**src/rtl/data_mem_pkg.sv**
```systemverilog
// Shared types and constants for the data-memory arbiter.
// Access FSM states, requester ids, word size and default memory size.
package data_mem_pkg;

  typedef enum logic [1:0] {IDLE, ACCESS, RESP} state_t;
  typedef enum logic {CPU, DBG} req_id_t;

  localparam int WORD_BYTES    = 8;
  localparam int DEF_MEM_BYTES = 32;

endpackage

```
**src/rtl/data_mem_arbiter_if.sv**
```systemverilog
// Bus bundle between the two requesters, the arbiter and the data memory.
// The slave modport is the arbiter's view; master is the surrounding system.
interface data_mem_arbiter_if #(
  parameter int ADDR_W = 64,
  parameter int DATA_W = 64
);

  logic              cpuReq;
  logic              cpuWrite;
  logic [ADDR_W-1:0] cpuAddress;
  logic [DATA_W-1:0] cpuWriteData;
  logic              cpuAck;
  logic [DATA_W-1:0] cpuReadData;
  logic              cpuErr;

  logic              dbgReq;
  logic              dbgWrite;
  logic [ADDR_W-1:0] dbgAddress;
  logic [DATA_W-1:0] dbgWriteData;
  logic              dbgAck;
  logic [DATA_W-1:0] dbgReadData;
  logic              dbgErr;

  logic [ADDR_W-1:0] memAddress;
  logic [DATA_W-1:0] memWriteData;
  logic              memWrite;
  logic              memRead;
  logic [DATA_W-1:0] memReadData;

  logic              busy;

  modport slave (
    input  cpuReq, cpuWrite, cpuAddress, cpuWriteData,
    output cpuAck, cpuReadData, cpuErr,
    input  dbgReq, dbgWrite, dbgAddress, dbgWriteData,
    output dbgAck, dbgReadData, dbgErr,
    output memAddress, memWriteData, memWrite, memRead,
    input  memReadData,
    output busy
  );

  modport master (
    output cpuReq, cpuWrite, cpuAddress, cpuWriteData,
    input  cpuAck, cpuReadData, cpuErr,
    output dbgReq, dbgWrite, dbgAddress, dbgWriteData,
    input  dbgAck, dbgReadData, dbgErr,
    input  memAddress, memWriteData, memWrite, memRead,
    output memReadData,
    input  busy
  );

endinterface

```
**src/rtl/rr_arbiter2.sv**
```systemverilog
// Two-way round-robin arbiter: grant[0]=CPU, grant[1]=DBG, one-hot.
// lastGrant resets to DBG so the CPU wins the first contested grant.
module rr_arbiter2
  import data_mem_pkg::*;
(
  input  logic       clock,
  input  logic       resetN,
  input  logic       i_req_cpu,
  input  logic       i_req_dbg,
  input  logic       i_en,
  output logic [1:0] o_grant
);

  req_id_t r_last_grant;

  always_comb begin
    o_grant = 2'b00;
    if (i_en) begin
      if (i_req_cpu && i_req_dbg) begin
        o_grant = (r_last_grant == DBG) ? 2'b01 : 2'b10;
      end else begin
        o_grant = {i_req_dbg, i_req_cpu};
      end
    end
  end

  always_ff @(posedge clock or negedge resetN) begin
    if (!resetN) begin
      r_last_grant <= DBG;
    end else if (o_grant[0]) begin
      r_last_grant <= CPU;
    end else if (o_grant[1]) begin
      r_last_grant <= DBG;
    end
  end

endmodule

```
**src/rtl/data_mem_arbiter.sv**
```systemverilog
// Arbitrates CPU and debug-loader accesses onto one data memory (IDLE/ACCESS/RESP).
// Define DATA_MEM_ALIGN_CHECK_EN to reject addresses that are not 8-byte aligned.
module data_mem_arbiter
  import data_mem_pkg::*;
#(
  parameter int ADDR_W    = 64,
  parameter int DATA_W    = 64,
  parameter int MEM_BYTES = DEF_MEM_BYTES
) (
  input logic               clock,
  input logic               resetN,
  data_mem_arbiter_if.slave bus
);

  // Full-width compare against the last legal word start avoids any wrap-around.
  localparam logic [ADDR_W-1:0] LAST_WORD_ADDR = ADDR_W'(MEM_BYTES - WORD_BYTES);

  logic [1:0]        w_grant;
  logic              w_arb_en;
  logic              w_any_grant;
  logic              w_sel_dbg;
  logic              w_write;
  logic              w_err;
  logic [ADDR_W-1:0] w_addr;
  logic [DATA_W-1:0] w_wdata;

  state_t            r_state;
  req_id_t           r_winner;
  logic              r_err;
  logic [ADDR_W-1:0] r_mem_addr;
  logic [DATA_W-1:0] r_mem_wdata;
  logic              r_mem_write;
  logic              r_mem_read;
  logic              r_cpu_ack;
  logic              r_cpu_err;
  logic [DATA_W-1:0] r_cpu_rdata;
  logic              r_dbg_ack;
  logic              r_dbg_err;
  logic [DATA_W-1:0] r_dbg_rdata;
  logic              r_busy;

  assign w_arb_en = (r_state == IDLE);

  rr_arbiter2 u_arb (
    .clock     (clock),
    .resetN    (resetN),
    .i_req_cpu (bus.cpuReq),
    .i_req_dbg (bus.dbgReq),
    .i_en      (w_arb_en),
    .o_grant   (w_grant)
  );

  assign w_any_grant = |w_grant;
  assign w_sel_dbg   = w_grant[1];
  assign w_write     = w_sel_dbg ? bus.dbgWrite     : bus.cpuWrite;
  assign w_addr      = w_sel_dbg ? bus.dbgAddress   : bus.cpuAddress;
  assign w_wdata     = w_sel_dbg ? bus.dbgWriteData : bus.cpuWriteData;

  always_comb begin
    w_err = (w_addr > LAST_WORD_ADDR);
`ifdef DATA_MEM_ALIGN_CHECK_EN
    w_err = w_err | (w_addr[2:0] != 3'd0);
`endif
  end

  always_ff @(posedge clock or negedge resetN) begin
    if (!resetN) begin
      r_state     <= IDLE;
      r_winner    <= CPU;
      r_err       <= 1'b0;
      r_mem_addr  <= '0;
      r_mem_wdata <= '0;
      r_mem_write <= 1'b0;
      r_mem_read  <= 1'b0;
      r_cpu_ack   <= 1'b0;
      r_cpu_err   <= 1'b0;
      r_cpu_rdata <= '0;
      r_dbg_ack   <= 1'b0;
      r_dbg_err   <= 1'b0;
      r_dbg_rdata <= '0;
      r_busy      <= 1'b0;
    end else begin
      r_cpu_ack <= 1'b0;
      r_cpu_err <= 1'b0;
      r_dbg_ack <= 1'b0;
      r_dbg_err <= 1'b0;
      case (r_state)
        IDLE: begin
          if (w_any_grant) begin
            r_winner    <= w_sel_dbg ? DBG : CPU;
            r_err       <= w_err;
            r_mem_addr  <= w_addr;
            r_mem_wdata <= w_wdata;
            r_mem_write <= w_write && !w_err;
            r_mem_read  <= !w_write && !w_err;
            r_busy      <= 1'b1;
            r_state     <= ACCESS;
          end
        end
        ACCESS: begin
          r_mem_write <= 1'b0;
          r_mem_read  <= 1'b0;
          // r_mem_read is already low for writes and rejected accesses
          if (r_winner == CPU) begin
            r_cpu_rdata <= r_mem_read ? bus.memReadData : '0;
            r_cpu_ack   <= 1'b1;
            r_cpu_err   <= r_err;
          end else begin
            r_dbg_rdata <= r_mem_read ? bus.memReadData : '0;
            r_dbg_ack   <= 1'b1;
            r_dbg_err   <= r_err;
          end
          r_state <= RESP;
        end
        RESP: begin
          r_busy  <= 1'b0;
          r_state <= IDLE;
        end
        default: begin
          r_busy  <= 1'b0;
          r_state <= IDLE;
        end
      endcase
    end
  end

  assign bus.memAddress   = r_mem_addr;
  assign bus.memWriteData = r_mem_wdata;
  assign bus.memWrite     = r_mem_write;
  assign bus.memRead      = r_mem_read;
  assign bus.cpuAck       = r_cpu_ack;
  assign bus.cpuErr       = r_cpu_err;
  assign bus.cpuReadData  = r_cpu_rdata;
  assign bus.dbgAck       = r_dbg_ack;
  assign bus.dbgErr       = r_dbg_err;
  assign bus.dbgReadData  = r_dbg_rdata;
  assign bus.busy         = r_busy;

endmodule

```
**src/flat_wrapper.sv**
```systemverilog
// flat-port wrapper written by rule: the top's interface ports become plain ports
module data_mem_arbiter_flat import data_mem_pkg::*;
#(
  parameter int ADDR_W    = 64,
  parameter int DATA_W    = 64,
  parameter int MEM_BYTES = DEF_MEM_BYTES
)
  (clock, resetN, bus_cpuReq, bus_cpuWrite, bus_cpuAddress, bus_cpuWriteData, bus_cpuAck, bus_cpuReadData, bus_cpuErr, bus_dbgReq, bus_dbgWrite, bus_dbgAddress, bus_dbgWriteData, bus_dbgAck, bus_dbgReadData, bus_dbgErr, bus_memAddress, bus_memWriteData, bus_memWrite, bus_memRead, bus_memReadData, bus_busy);
  data_mem_arbiter_if #(.ADDR_W(ADDR_W), .DATA_W(DATA_W)) bus_i ();
  input logic clock;
  input logic resetN;
  input wire logic [$bits(bus_i.cpuReq)-1:0] bus_cpuReq;
  input wire logic [$bits(bus_i.cpuWrite)-1:0] bus_cpuWrite;
  input wire logic [$bits(bus_i.cpuAddress)-1:0] bus_cpuAddress;
  input wire logic [$bits(bus_i.cpuWriteData)-1:0] bus_cpuWriteData;
  output wire logic [$bits(bus_i.cpuAck)-1:0] bus_cpuAck;
  output wire logic [$bits(bus_i.cpuReadData)-1:0] bus_cpuReadData;
  output wire logic [$bits(bus_i.cpuErr)-1:0] bus_cpuErr;
  input wire logic [$bits(bus_i.dbgReq)-1:0] bus_dbgReq;
  input wire logic [$bits(bus_i.dbgWrite)-1:0] bus_dbgWrite;
  input wire logic [$bits(bus_i.dbgAddress)-1:0] bus_dbgAddress;
  input wire logic [$bits(bus_i.dbgWriteData)-1:0] bus_dbgWriteData;
  output wire logic [$bits(bus_i.dbgAck)-1:0] bus_dbgAck;
  output wire logic [$bits(bus_i.dbgReadData)-1:0] bus_dbgReadData;
  output wire logic [$bits(bus_i.dbgErr)-1:0] bus_dbgErr;
  output wire logic [$bits(bus_i.memAddress)-1:0] bus_memAddress;
  output wire logic [$bits(bus_i.memWriteData)-1:0] bus_memWriteData;
  output wire logic [$bits(bus_i.memWrite)-1:0] bus_memWrite;
  output wire logic [$bits(bus_i.memRead)-1:0] bus_memRead;
  input wire logic [$bits(bus_i.memReadData)-1:0] bus_memReadData;
  output wire logic [$bits(bus_i.busy)-1:0] bus_busy;
  assign bus_i.cpuReq = bus_cpuReq;
  assign bus_i.cpuWrite = bus_cpuWrite;
  assign bus_i.cpuAddress = bus_cpuAddress;
  assign bus_i.cpuWriteData = bus_cpuWriteData;
  assign bus_cpuAck = bus_i.cpuAck;
  assign bus_cpuReadData = bus_i.cpuReadData;
  assign bus_cpuErr = bus_i.cpuErr;
  assign bus_i.dbgReq = bus_dbgReq;
  assign bus_i.dbgWrite = bus_dbgWrite;
  assign bus_i.dbgAddress = bus_dbgAddress;
  assign bus_i.dbgWriteData = bus_dbgWriteData;
  assign bus_dbgAck = bus_i.dbgAck;
  assign bus_dbgReadData = bus_i.dbgReadData;
  assign bus_dbgErr = bus_i.dbgErr;
  assign bus_memAddress = bus_i.memAddress;
  assign bus_memWriteData = bus_i.memWriteData;
  assign bus_memWrite = bus_i.memWrite;
  assign bus_memRead = bus_i.memRead;
  assign bus_i.memReadData = bus_memReadData;
  assign bus_busy = bus_i.busy;
  data_mem_arbiter #(.ADDR_W(ADDR_W), .DATA_W(DATA_W), .MEM_BYTES(MEM_BYTES)) u_core (.clock(clock), .resetN(resetN), .bus(bus_i));
endmodule
```
**config.mk**
```make
export PLATFORM = sky130hd
export DESIGN_NAME = data_mem_arbiter_flat
export DESIGN_NICKNAME = d
export VERILOG_FILES = /design/src/rtl/data_mem_pkg.sv /design/src/rtl/data_mem_arbiter_if.sv /design/src/rtl/rr_arbiter2.sv /design/src/rtl/data_mem_arbiter.sv /design/src/flat_wrapper.sv
export SDC_FILE = /design/constraint.sdc
export NUM_CORES = 1
export LEC_CHECK = 0
export ABC_AREA = 1
export CORE_AREA = 4 4 225 227
export DETAILED_ROUTE_END_ITERATION = 10
export DIE_AREA = 0 0 229 231
export HOLD_SLACK_MARGIN = 0.06
export SLEW_MARGIN = 0
export SYNTH_ARGS = -nofsm -noshare
export SYNTH_HDL_FRONTEND = slang
export SYNTH_SLANG_ARGS = --single-unit
```
**constraint.sdc**
```tcl
create_clock -name clock -period 1.7 [get_ports clock]
set_clock_uncertainty 0.05 [all_clocks]
set_input_delay 0.255 -clock clock [delete_from_list [all_inputs] [get_ports clock]]
set_output_delay 0.255 -clock clock [all_outputs]
set_load 0.005 [all_outputs]
```
==> reports/results.txt, run 1 <==
The cell area that synthesis handed to floorplanning was 11,750 um^2. A synthesized cell averages 8.148 um^2. Number of enable flip-flop cells after synthesis: 0.

Ranked by total cell area, the synthesized netlist is headed by dfrtp_1 (57%), nand2_1 (15%), o21ai_0 (8.4%), a21oi_1 (5.5%), inv_1 (3.5%). The effective utilization at floorplan came out at 0.2415. Overall power consumption after layout is estimated at 0.03613 W. The per-cell routed wire length was 21.59 um; the layout overhead on the synthesized area was 91.12%. The setup slack of the worst register-to-register path was -380 ps. The number of placement rows is 81, and the number of vias per cell after detailed routing is 4.769.

The number of buffers inserted during clock tree synthesis was 34; the final total negative setup slack was -18,290 ps. The first global-routing pass estimated 80,910 um of wire. Summing all non-filler instances in the final layout gives an area of 22,460 um^2.

The total placed cells including tap cells came out at 2,648. The fraction of final layout cells with drive strength greater than 1 came out at 0.1888. The pin count of the biggest net entering global routing is 60. The top flip-flop cell by instance count after synthesis is dfrtp_1.

The logs give 350 for the setup violation total in the final timing report and 589 for the total I/O pin count. The category of the worst setup path launch point was a flip-flop. The cell accounting for the most synthesized area is dfrtp_1.

The tools report the number of pins with negative max-slew slack in the final report as 0. The highest layer touched by signal routing is met5. The class of the tightest hold or removal check is in -> async. Final setup slack of the worst path: -383.3 ps. The number of antenna diodes in the final layout is 0.

Destination of the critical timing path: u_core.r_err$_DFFE_PN0P_. In this run the static leakage power is 10.04 nW. The worst vdd rail ir drop is 0.7181 mV, and the number of warnings reported in the yosys synthesis log is 0. Summed over all nets, wire length on met2 after detailed routing comes to 29,770 um.

For the finished layout, the period the worst path requires is 2083 ps. The tools report the clock root buffer as clkbuf_16. Area of the die: 52,900 um^2. The worst setup path is captured at a flip-flop.

After the flow finishes, the layout carries non-filler instances totaling 2,783. The clock transition at the registers of the reported paths works out to 60 ps. The most critical setup path has its startpoint at u_core.r_state[0]$_DFFE_PN0N_. Data arrives at the worst endpoint at 2440 ps. Maximum fanout count along the critical path: 9. When the netlist entered floorplanning its net count stood at 1,768. Once detailed placement completed, the half-perimeter wirelength came to 37,420 um.

In this run the cell area measured after placement is 18,940 um^2. Summed over all nets, wire length on met3 after detailed routing comes to 4644 um. The number of vias in the routed layout was 13,270; the width of the die was 229 um. The share of flip-flops with an asynchronous set or reset after synthesis is 1.000.

Setup repair after global routing could not meet its margin everywhere. Final period utilization: 1.225. The number of filler cells placed in the layout is 4,547.

The pre-antenna-repair detailed-routing pass consisted of 4 iterations. For the number of nets in the final layout, the log shows 2,465. From bottom edge to top edge, the die measures 231 um.

The worst register-to-register path ends at u_core.r_err$_DFFE_PN0P_. Hold is met by 206.3 ps. The largest buffer count on any clock path came out at 3. Violation count after the first detailed-route iteration: 920. The number of design rule violations left after detail routing was 0. The tools report the detailed-route wire length on metal 1 as 22,930 um.

At the later pin of the worst-skew pair, clock insertion delay measures 520 ps. The top cell types in the final layout, fill and taps aside, are clkdlybuf4s50_1 (572), nand2_1 (417), dfrtp_1 (266). STA puts the critical path data required time at 2050 ps. For this run the aggregate overflow at the end of global routing stands at 0. The initial antenna violation count came out at 3. The run gives 0.5709 as the portion of the post-synthesis area used by sequential elements. The via count of the first global-routing pass was 13,330. The H-tree was split into 2 levels.

Max-cap violations in this run came to 0. The highest attainable clock frequency was 480.0 MHz. Count of final hold-check violations: 0. The multi-input combinational cells in the finished layout cover a total of 4976 um^2. The tools report the number of antenna-violating nets in the routed design as 0.

Category of the critical setup timing path: reg -> reg. The total routing resource utilization after global routing was 0.1959; the relative max-transition margin was 0.7028. The port buffer count is 588, and the area fraction of the dominant cell type after synthesis is 0.5686. TritonCTS built the clock tree. The total of flip-flops plus latches after synthesis is 268. In this run the power density over the cells is 1609 nW/um^2. Summing all flip-flop and latch instances after layout gives 6709 um^2. The run finished, with violations left. The slew at the pin with the worst max-slew slack is 441.1 ps, and the detailed-route wire length is 60,080 um. Leaving out fill and tap cells, the most frequent cell in the layout is clkdlybuf4s50_1. For the final weighted congestion in routability-driven placement, the log shows 0.9231.

The synthesized netlist contains 24 unique library cells. The CTS sink count came out at 268. The run gives 48,650 um^2 as the area inside the core boundary.

The final reports fail on negative setup slack. Counting cells, the worst reg-to-reg path comes to 12. The startpoint identified for the worst register-to-register timing path is u_core.r_state[0]$_DFFE_PN0N_.

The cell count after synthesis came out at 1,442.
[cell type report]
cell class                      instances  share of cell area
Timing Repair Buffer                  755              0.3711
Clock buffer                           48             0.04429
Multi-Input combinational cell        964              0.2216
Tap cell                              622             0.03466
Sequential cell                       268              0.2988
Clock inverter                         10            0.006017
Timing Repair inverter                  5            0.002619
Inverter                              111             0.02095
[how the worst min path moves through the flow]
stage,startpoint,endpoint,slack (ps),depth (start not counted)
2_1_floorplan,resetN,u_core.bus.busy$_DFFE_PN0P_,-90,0
3_3_place_gp,resetN,u_core.bus.dbgReadData[19]$_DFFE_PN0P_,160,1
3_5_place_dp,resetN,u_core.bus.dbgReadData[19]$_DFFE_PN0P_,150,1
4_1_cts,resetN,u_core.bus.dbgReadData[19]$_DFFE_PN0P_,170,2
5_1_grt,resetN,u_core.bus.cpuReadData[13]$_DFFE_PN0P_,200,2
6_report,resetN,u_core.bus.dbgReadData[19]$_DFFE_PN0P_,210,2
[cell families (layout without fill, tap and decap cells)]
logic type | after synthesis | after routing | share of synthesized area
muxes | 1 | 1 | 0.0008519
DFF | 268 | 268 | 0.5709
and+or+nand+nor | 623 | 623 | 0.2105
buffers and inverters | 210 | 929 | 0.07188
AOI/OAI and AO/OA | 340 | 340 | 0.1459
[flip-flops by register name, indices dropped and copies added (netlist names), 2 cells and up]
signal / cells
u_core.bus.dbgReadData: 64
u_core.bus.memWriteData: 64
u_core.bus.memAddress: 64
u_core.bus.cpuReadData: 64
u_core.r_state: 2
[synthesized netlist by cell type (4+ instances only)]
| cell | count |
|---|---|
| nand2_1 | 474 |
| dfrtp_1 | 267 |
| o21ai_0 | 198 |
| a21oi_1 | 128 |
| inv_1 | 110 |
| nor2_1 | 97 |
| clkbuf_1 | 66 |
| nand4_1 | 44 |
| buf_2 | 21 |
| buf_1 | 8 |
| o21ai_1 | 7 |
| a31oi_1 | 5 |
| buf_6 | 4 |
[what timing repair did]
action | in CTS | in global routing
pin swaps | 3 | 8
gates resized for setup | 170 | 274
buffers inserted | 16 | 14
endpoints found under the hold margin | 268 | 0
cloned | 16 | 38
setup endpoints to repair | 503 | 516
hold buffers | 1 | 0
[power by group]
group          internal, W  switching [W]
Combinational      0.00973        0.00904
Clock              0.00453        0.00293
Sequential         0.00853        0.00137
Total               0.0228         0.0133
[worst max-delay path, cell delays in order (launching register included)]
cell      delay, ps
dfrtp_1         400
nor2_4          230
buf_4           160
buf_6           130
nand4_1         100
nand2_1         110
nand2_1          80
nor2_2          180
nand2_1         100
nor2_2          120
nand2_2          80
o21bai_1        150
nand2_1          60
[metrics by stage]
step,util,worst slack [ps]
final,0.4616,-383.3
after global routing,0.4616,-527.3
after CTS,0.4304,-410.8
after detailed placement,0.3893,-704.0
after global placement,0.3893,-710.2
after floorplan,-,-49.43
[layer usage]
layer	global-route usage	vias to the layer above
met4	0.07703	4
met2	0.3402	655
met1	0.2317	6410
met3	0.05170	141
met5	0	-
li1	-	6062
Power figures use the tool's default switching activity.
==> run 2: changes to the inputs <==
Settings changed: SETUP_SLACK_MARGIN set to 0.15.
==> run 2 against run 1 <==
Effect of this change: the run still ends with negative setup slack left; clock power is essentially flat; first-iteration DRC count shrank 8.4%; worst hold slack lost 35 ps; wire length shrank 5.8%; fmax grew 0.86%; critical path type unchanged.
==> reports/results.txt, run 2 (synthesis gave the netlist of run 1 again) <==
Counting instances, the worst hold path has a depth of 4. Grouping stages by cell kind, the critical path spends the most delay in simple AND/OR/NAND/NOR gates. The clock net in this run drives a total of 268 sinks.

In this run the worst path has a maximum fanout of 14. TritonCTS built the clock tree. Measured in cells, the most critical reg-to-reg path has a length of 13. The total congestion overflow is 0. For this design the ratio of total power to cell area is 1577 nW/um^2. The tools report the number of pins with negative max-slew slack in the final report as 0. Launching point of the worst reg2reg path: u_core.u_arb.r_last_grant$_DFFE_PN1P_. The run finished, with violations left. The category of the worst setup path launch point is a flip-flop.

The share of total power in the clock network was 0.215; the H-tree depth was 2. The final setup slack of the worst path was -365.5 ps. The tools report the effective utilization at floorplan as 0.2415.

Once placement finished, the instance area stood at 18,860 um^2. The start point of the critical path was u_core.u_arb.r_last_grant$_DFFE_PN1P_. The layout overhead on the synthesized area is 87.04%.

The checks that failed: negative setup slack. At the placement stage, the worst setup path has a slack of -691.9 ps. The final period utilization is 1.215. STA puts the critical path data required time at 2060 ps. The detailed-placement wirelength estimate was 37,430 um; the per-cell routed wire length was 20.46 um. The switching part of the total came out at 0.3599.

After clock tree synthesis, the clock-pin slew on the worst setup and hold paths is 60 ps. The number of buffers inserted during clock tree synthesis is 34, and the number of vias in the routed layout is 12,990. Among all stages on the critical path, the largest delay is contributed by dfstp_2.

The fraction of final layout cells with drive strength greater than 1 works out to 0.1550. The total routing resource utilization after global routing was 0.1965; the total buffers and inverters traversed by the critical path was 3. For the combinational group share of total power, the log shows 0.502. For the total leakage power, the log shows 10.50 nW. For the pin with the worst max-slew slack, the measured transition is 454.9 ps. The run gives 530 ps as the later-pin clock latency in the skew report. Leaving out fill and tap cells, the most frequent cell in the layout is clkdlybuf4s50_1. The pin count of the biggest net entering global routing is 50, and the number of filler cells placed in the layout is 4,636.

Relative max-transition margin: 0.6968. After layout, the minimum clock period comes to 2065 ps. The library cell appearing most often on the critical path is nand2_1.

From left edge to right edge, the die measures 229 um. The routed design has 56,590 um of wire. During placement, the flow inserted port buffers numbering 588. The tools report the worst hold slack as 171.3 ps. The internal power component was 0.02218 W; the initial antenna violation count was 2. The floorplan has 81 rows. The class of the tightest hold or removal check was in -> reg. The final weighted congestion in routability-driven placement is 0.8880.

The count of nets left with antenna violations once routing finished came out at 0. Counting buffers and inverters, the worst setup path is 13 cells deep. Based on the critical path, the design can be clocked at up to 484.1 MHz. The worst setup path is of the reg -> reg kind. Sequential group share of total power: 0.283. The total area inside the core boundary comes to 48,650 um^2. Walking the worst path, the cells encountered are nand2_4 > nand3_4 > buf_12 > buf_12 > inv_8 > nand2_1 > nand2_1 > nor2_1 > nand2_1 > nor2_1 > nand3_1 > o21bai_1 > nand2_1. The biggest cell delay along the critical path is 550 ps. For the number of nets in the final layout, the log shows 2,446.

The cell sitting at the root of the clock tree is a clkbuf_16. The logs give 282 for the setup violation total in the final timing report and 589 for the total I/O pin count. The first TritonRoute pass finished after 6 iterations. Across the VDD grid, the largest voltage drop is 0.8588 mV.

The first global-routing pass estimated 81,020 um of wire. In the routed design, unresolved DRC markers number 0. In this run the most critical hold path is launched from bus_dbgReq. The run gives 3 as the largest buffer count on any clock path.

The count of final hold-check violations was 0. The run gives 13,280 as the via count of the first global-routing pass. The post-route cell area was 21,980 um^2; the area of the die was 52,900 um^2. For this block, the initial DRC count from the detailed router was 843. In the routed layout, each cell is associated on average with a via count of 4.695. The tool flagged a number of max-cap violations equal to 0. Overall die height: 231 um. In the layout the commonest cells are clkdlybuf4s50_1 (473), nand2_1 (441), dfrtp_1 (265). STA classifies the critical path endpoint as a flip-flop. The analysis attributes to net switching a power of 0.01248 W. Setup repair after global routing could not meet its margin everywhere. At the worst endpoint, the arrival time is 2430 ps.
## run 2: changes by cell type in the layout (fill, tap and decap cells not counted), moves of 24 or more
cell	change
clkdlybuf4s50_1	-99
dlymetal6s2s_1	+60
o21ai_2	-44
o21ai_1	+42
nand2_4	-29
clkdlybuf4s15_1	+27
nand2_1	+24
## run 2: worst min-delay path, cell delays in order
cell and delay [ps]:
buf_2 130, nand3_4 130, buf_4 170, nand2_1 60
## run 2: area by class of cell
| class | count | area (um^2) | area share |
|---|---|---|---|
| flip-flops and latches | 268 | 6710 | 0.3053 |
| diodes | 2 | 5.005 | 0.0002277 |
| repair inverters | 1 | 11.26 | 0.0005124 |
| inverters | 111 | 451.7 | 0.02055 |
| clock inverters | 15 | 226.5 | 0.01030 |
| multi-input cells | 964 | 4577 | 0.2083 |
| repair buffers | 740 | 8313 | 0.3783 |
| clock buffers | 43 | 904.6 | 0.04116 |
| well taps | 622 | 778.2 | 0.03541 |
## run 2: path summary, 6_finish.rpt
kind	to	slack (ps)
max in group asynchronous	u_core.bus.memWriteData[7]$_DFFE_PN0P_	740
hold / removal	u_core.u_arb.r_last_grant$_DFFE_PN1P_	170
hold reg to reg	u_core.bus.dbgReadData[3]$_DFFE_PN0P_	430
setup / recovery	u_core.r_err$_DFFE_PN0P_	-370
setup reg to reg	u_core.r_err$_DFFE_PN0P_	-370
min in group asynchronous	u_core.bus.cpuReadData[11]$_DFFE_PN0P_	210
## run 2: per-layer routing
layer | routed length [um] | GRT usage | vias to the layer above
met2 | 28100 | 0.3356 | 602
met1 | 22150 | 0.2408 | 6269
li1 | - | - | 6011
met4 | 1818 | 0.06333 | 0
met3 | 4521 | 0.05479 | 103
met5 | 0 | 0 | -
## run 2: stage by stage
step	total power (W)	cells	utilization	TNS, ps
2_1_floorplan	0.01502	1442	-	-86.51
3_3_place_gp	0.02326	2638	0.3877	-63850
3_5_place_dp	0.02338	2638	0.3877	-67600
4_1_cts	0.03351	2734	0.4326	-22210
5_1_grt	0.03661	2766	0.4518	-46920
6_report	0.03466	2766	0.4518	-20580
## run 2: what timing repair did
| action | in CTS | in global routing |
|---|---|---|
| endpoints found under the hold margin | 268 | 0 |
| pin swaps | 5 | 5 |
| setup endpoints to repair | 527 | 492 |
| resized for setup | 235 | 225 |
| setup buffers | 16 | 14 |
| hold buffers | 1 | 0 |
| cloned | 21 | 16 |
## run 2: power by group through the flow
stage	Sequential, W	Clock, W	Combinational [W]
2_1_floorplan	0.00985	0	0.00518
3_3_place_gp	0.00982	0	0.0134
3_5_place_dp	0.00986	0	0.0135
4_1_cts	0.00981	0.00763	0.0161
5_1_grt	0.0100	0.00789	0.0187
6_report	0.00982	0.00744	0.0174
==> run 3: changes to the inputs <==
Settings changed: PLACE_DENSITY set to 0.66.
==> run 3 against run 2 <==
Effect of this change: setup slack got worse by 47 ps; worst hold slack got worse by 11 ps; sequential cell count did not move; non-clock buffer count fell by 8; fmax fell by 2.2%; global-route usage rose by 0.45 points; critical endpoint is now u_core.bus.memRead$_DFFE_PN0P_; wire length rose by 0.84%; highest routed layer is now met5; via count rose by 1.6%; power rose by 1.9%; the run still ends with negative setup slack left; core utilization rose by 0.24 points; largest power group unchanged; clock-buffer cell count fell by 6; first-iteration DRC count rose by 2.4%.
==> reports/results.txt, run 3 (synthesis gave the netlist of run 1 again) <==
After clock tree synthesis, the clock-pin slew on the worst setup and hold paths is 60 ps. The power density over cell area was 1598 nW/um^2. The sequential group share of total power was 0.279. In this run the critical register-to-register path is captured at u_core.bus.memRead$_DFFE_PN0P_.

The floorplan step defined a die boundary enclosing 52,900 um^2. The tools report the category of the worst setup path launch point as a flip-flop. For the total leakage power, the log shows 9.758 nW.

The effective utilization at floorplan was 0.2415. TritonCTS built the clock tree. The cell depth of the worst flop-to-flop path is 14, and the per-cell routed wire length is 20.72 um.

The max-capacitance violation count was 0; the worst-case setup slack after placement was -652.2 ps. The logs give 0.2009 for the total routing resource utilization after global routing and 863 for the violation count after the first detailed-route iteration. The category of the critical setup timing path is reg -> reg. The later-pin clock latency in the skew report came out at 560 ps. Input and output buffers added on the ports amount to 588.

After floorplanning, the core was divided into 81 placement rows. At the pin with the least slew margin, the transition time is 445.5 ps. The relative max-transition margin is 0.7030.

Setup repair after global routing could not meet its margin everywhere. For the final setup slack of the worst path, the log shows -412.2 ps. The first TritonRoute pass finished after 7 iterations. The floorplan step set the die width to 229 um. The tools report the H-tree depth as 1. STA puts the critical path data required time at 2140 ps. Combinational group share of total power: 0.516.

The fraction of final layout cells with drive strength greater than 1 works out to 0.1854. The logs give 13,880 for the via count of the first global-routing pass and 84,280 um for the global-route wire length before repair. After detailed routing, the number of remaining DRC violations is 0. The launching point of the worst reg2reg path was u_core.r_state[1]$_DFFE_PN0N_. The longest clock path from root to sink contains 3 buffers. Summed over all nets, the switching power comes to 0.01284 W. The commonest non-fill, non-tap cell in the layout is clkdlybuf4s50_1. The tightest hold path in the finished design has a slack of 159.9 ps. Summed over all nets, the half-perimeter wirelength after detailed placement is 36,400 um. The final period utilization was 1.242. The overall die height was 231 um. The checks that failed: negative setup slack. The layout overhead on the synthesized area was 88.03%; the total I/O pin count was 589.

In the routed layout, each cell is associated on average with a via count of 4.791. The setup violation total in the final timing report was 459; the pin count of the biggest net entering global routing was 66. The logs give -410 ps for the setup slack of the worst register-to-register path and 0 for the number of antenna-violating nets in the routed design. The CTS sink count is 268. The share of total power in the clock network is 0.205, and the initial antenna violation count is 2. The switching part of the total was 0.3635; the final period demand of the worst path was 2112 ps.

The finished cells cover 22,090 um^2. The routed design has 57,060 um of wire. For the final standard cell utilization of the core, the log shows 0.4542. Of all nets on the critical path, the largest fanout is 8.

The logs give 473.4 MHz for the highest attainable clock frequency and 48,650 um^2 for the area inside the core boundary. The placement-stage cell area came out at 18,800 um^2. The most critical setup path has its endpoint at u_core.bus.memRead$_DFFE_PN0P_.

The root buffer cell chosen for the clock tree is clkbuf_16. IR analysis of the VDD net gives a maximum drop of 0.8973 mV. The final route contains 13,190 vias. Buffers inserted during clock tree synthesis total 31.

Total congestion overflow: 0. The total power after layout is 0.03532 W, and the critical path arrival is 2560 ps. The run finished, with violations left. The tools report the final weighted congestion in routability-driven placement as 0.9104.

Internal power comes to 0.02248 W. The endpoint kind of the worst setup timing path was a flip-flop. The class of the tightest hold or removal check is in -> async.

The net count of the finished layout is 2,436. In the layout the commonest cells are clkdlybuf4s50_1 (557), nand2_1 (396), dfrtp_1 (265). The tools report the start point of the critical path as u_core.r_state[1]$_DFFE_PN0N_.

Count of final hold-check violations: 0. Number of pins with negative max-slew slack in the final report: 0.
[run 3: how the worst min path moves through the flow]
| stage | startpoint | to | slack [ps] | cells after the start |
|---|---|---|---|---|
| finish | resetN | u_core.bus.dbgReadData[13]$_DFFE_PN0P_ | 160 | 2 |
| CTS | bus_dbgReq | u_core.u_arb.r_last_grant$_DFFE_PN1P_ | 90 | 4 |
| global placement | resetN | u_core.bus.cpuReadData[19]$_DFFE_PN0P_ | 160 | 1 |
| global route | resetN | u_core.bus.dbgReadData[13]$_DFFE_PN0P_ | 170 | 2 |
| floorplan | resetN | u_core.bus.busy$_DFFE_PN0P_ | -90 | 0 |
| detailed placement | resetN | u_core.bus.dbgReadData[13]$_DFFE_PN0P_ | 160 | 1 |
[run 3: critical path, cell delays in order (launching register included)]
cell and delay [ps]:
dfrtp_1 410, nor2_4 190, nand3_4 200, buf_12 210, buf_6 120, o21ai_2 110, buf_4 120, nor2_1 30
nand2_1 70, nand2_1 70, nor2_2 130, nand2_2 70, nor2_2 120, nand2_1 70, nand2_1 60
[run 3: power groups by stage]
stage               Combinational [W]  Sequential, W  Clock [W]
floorplan                     0.00518        0.00985          0
global placement               0.0131        0.00980          0
detailed placement             0.0132        0.00986          0
CTS                            0.0172        0.00983    0.00737
global route                   0.0194         0.0101    0.00762
finish                         0.0182        0.00987    0.00723
[run 3: area by class of cell]
type	instances	area (um^2)
Clock buffer	37	848.3
Tap cell	622	778.2
Timing Repair Buffer	732	8187
Fill cell	4526	26550
Multi-Input combinational cell	965	4857
Sequential cell	268	6710
Inverter	111	441.7
Antenna cell	1	2.502
Timing Repair inverter	1	16.27
Clock inverter	17	252.7
[run 3: routing by layer]
| layer | GRT usage | share of wire |
|---|---|---|
| met1 | 0.2408 | 0.39 |
| met2 | 0.3526 | 0.50 |
| met3 | 0.04356 | 0.074 |
| met4 | 0.07855 | 0.041 |
| met5 | 0 | 0.00023 |
[run 3: per-stage QoR]
step	std cells	TNS [ps]
3_3_place_gp	2625	-67620
2_1_floorplan	1442	-86.51
6_report	2754	-52970
5_1_grt	2754	-89450
3_5_place_dp	2625	-67450
4_1_cts	2733	-47120
[run 3: repair_timing]
| action | 4_1_cts | 5_1_grt |
|---|---|---|
| gates cloned | 34 | 8 |
| endpoints found under the hold margin | 268 | 0 |
| hold buffers | 1 | 0 |
| pin swaps | 2 | 14 |
| gates resized for setup | 361 | 127 |
| setup endpoints to repair | 528 | 508 |
| setup buffers | 19 | 12 |
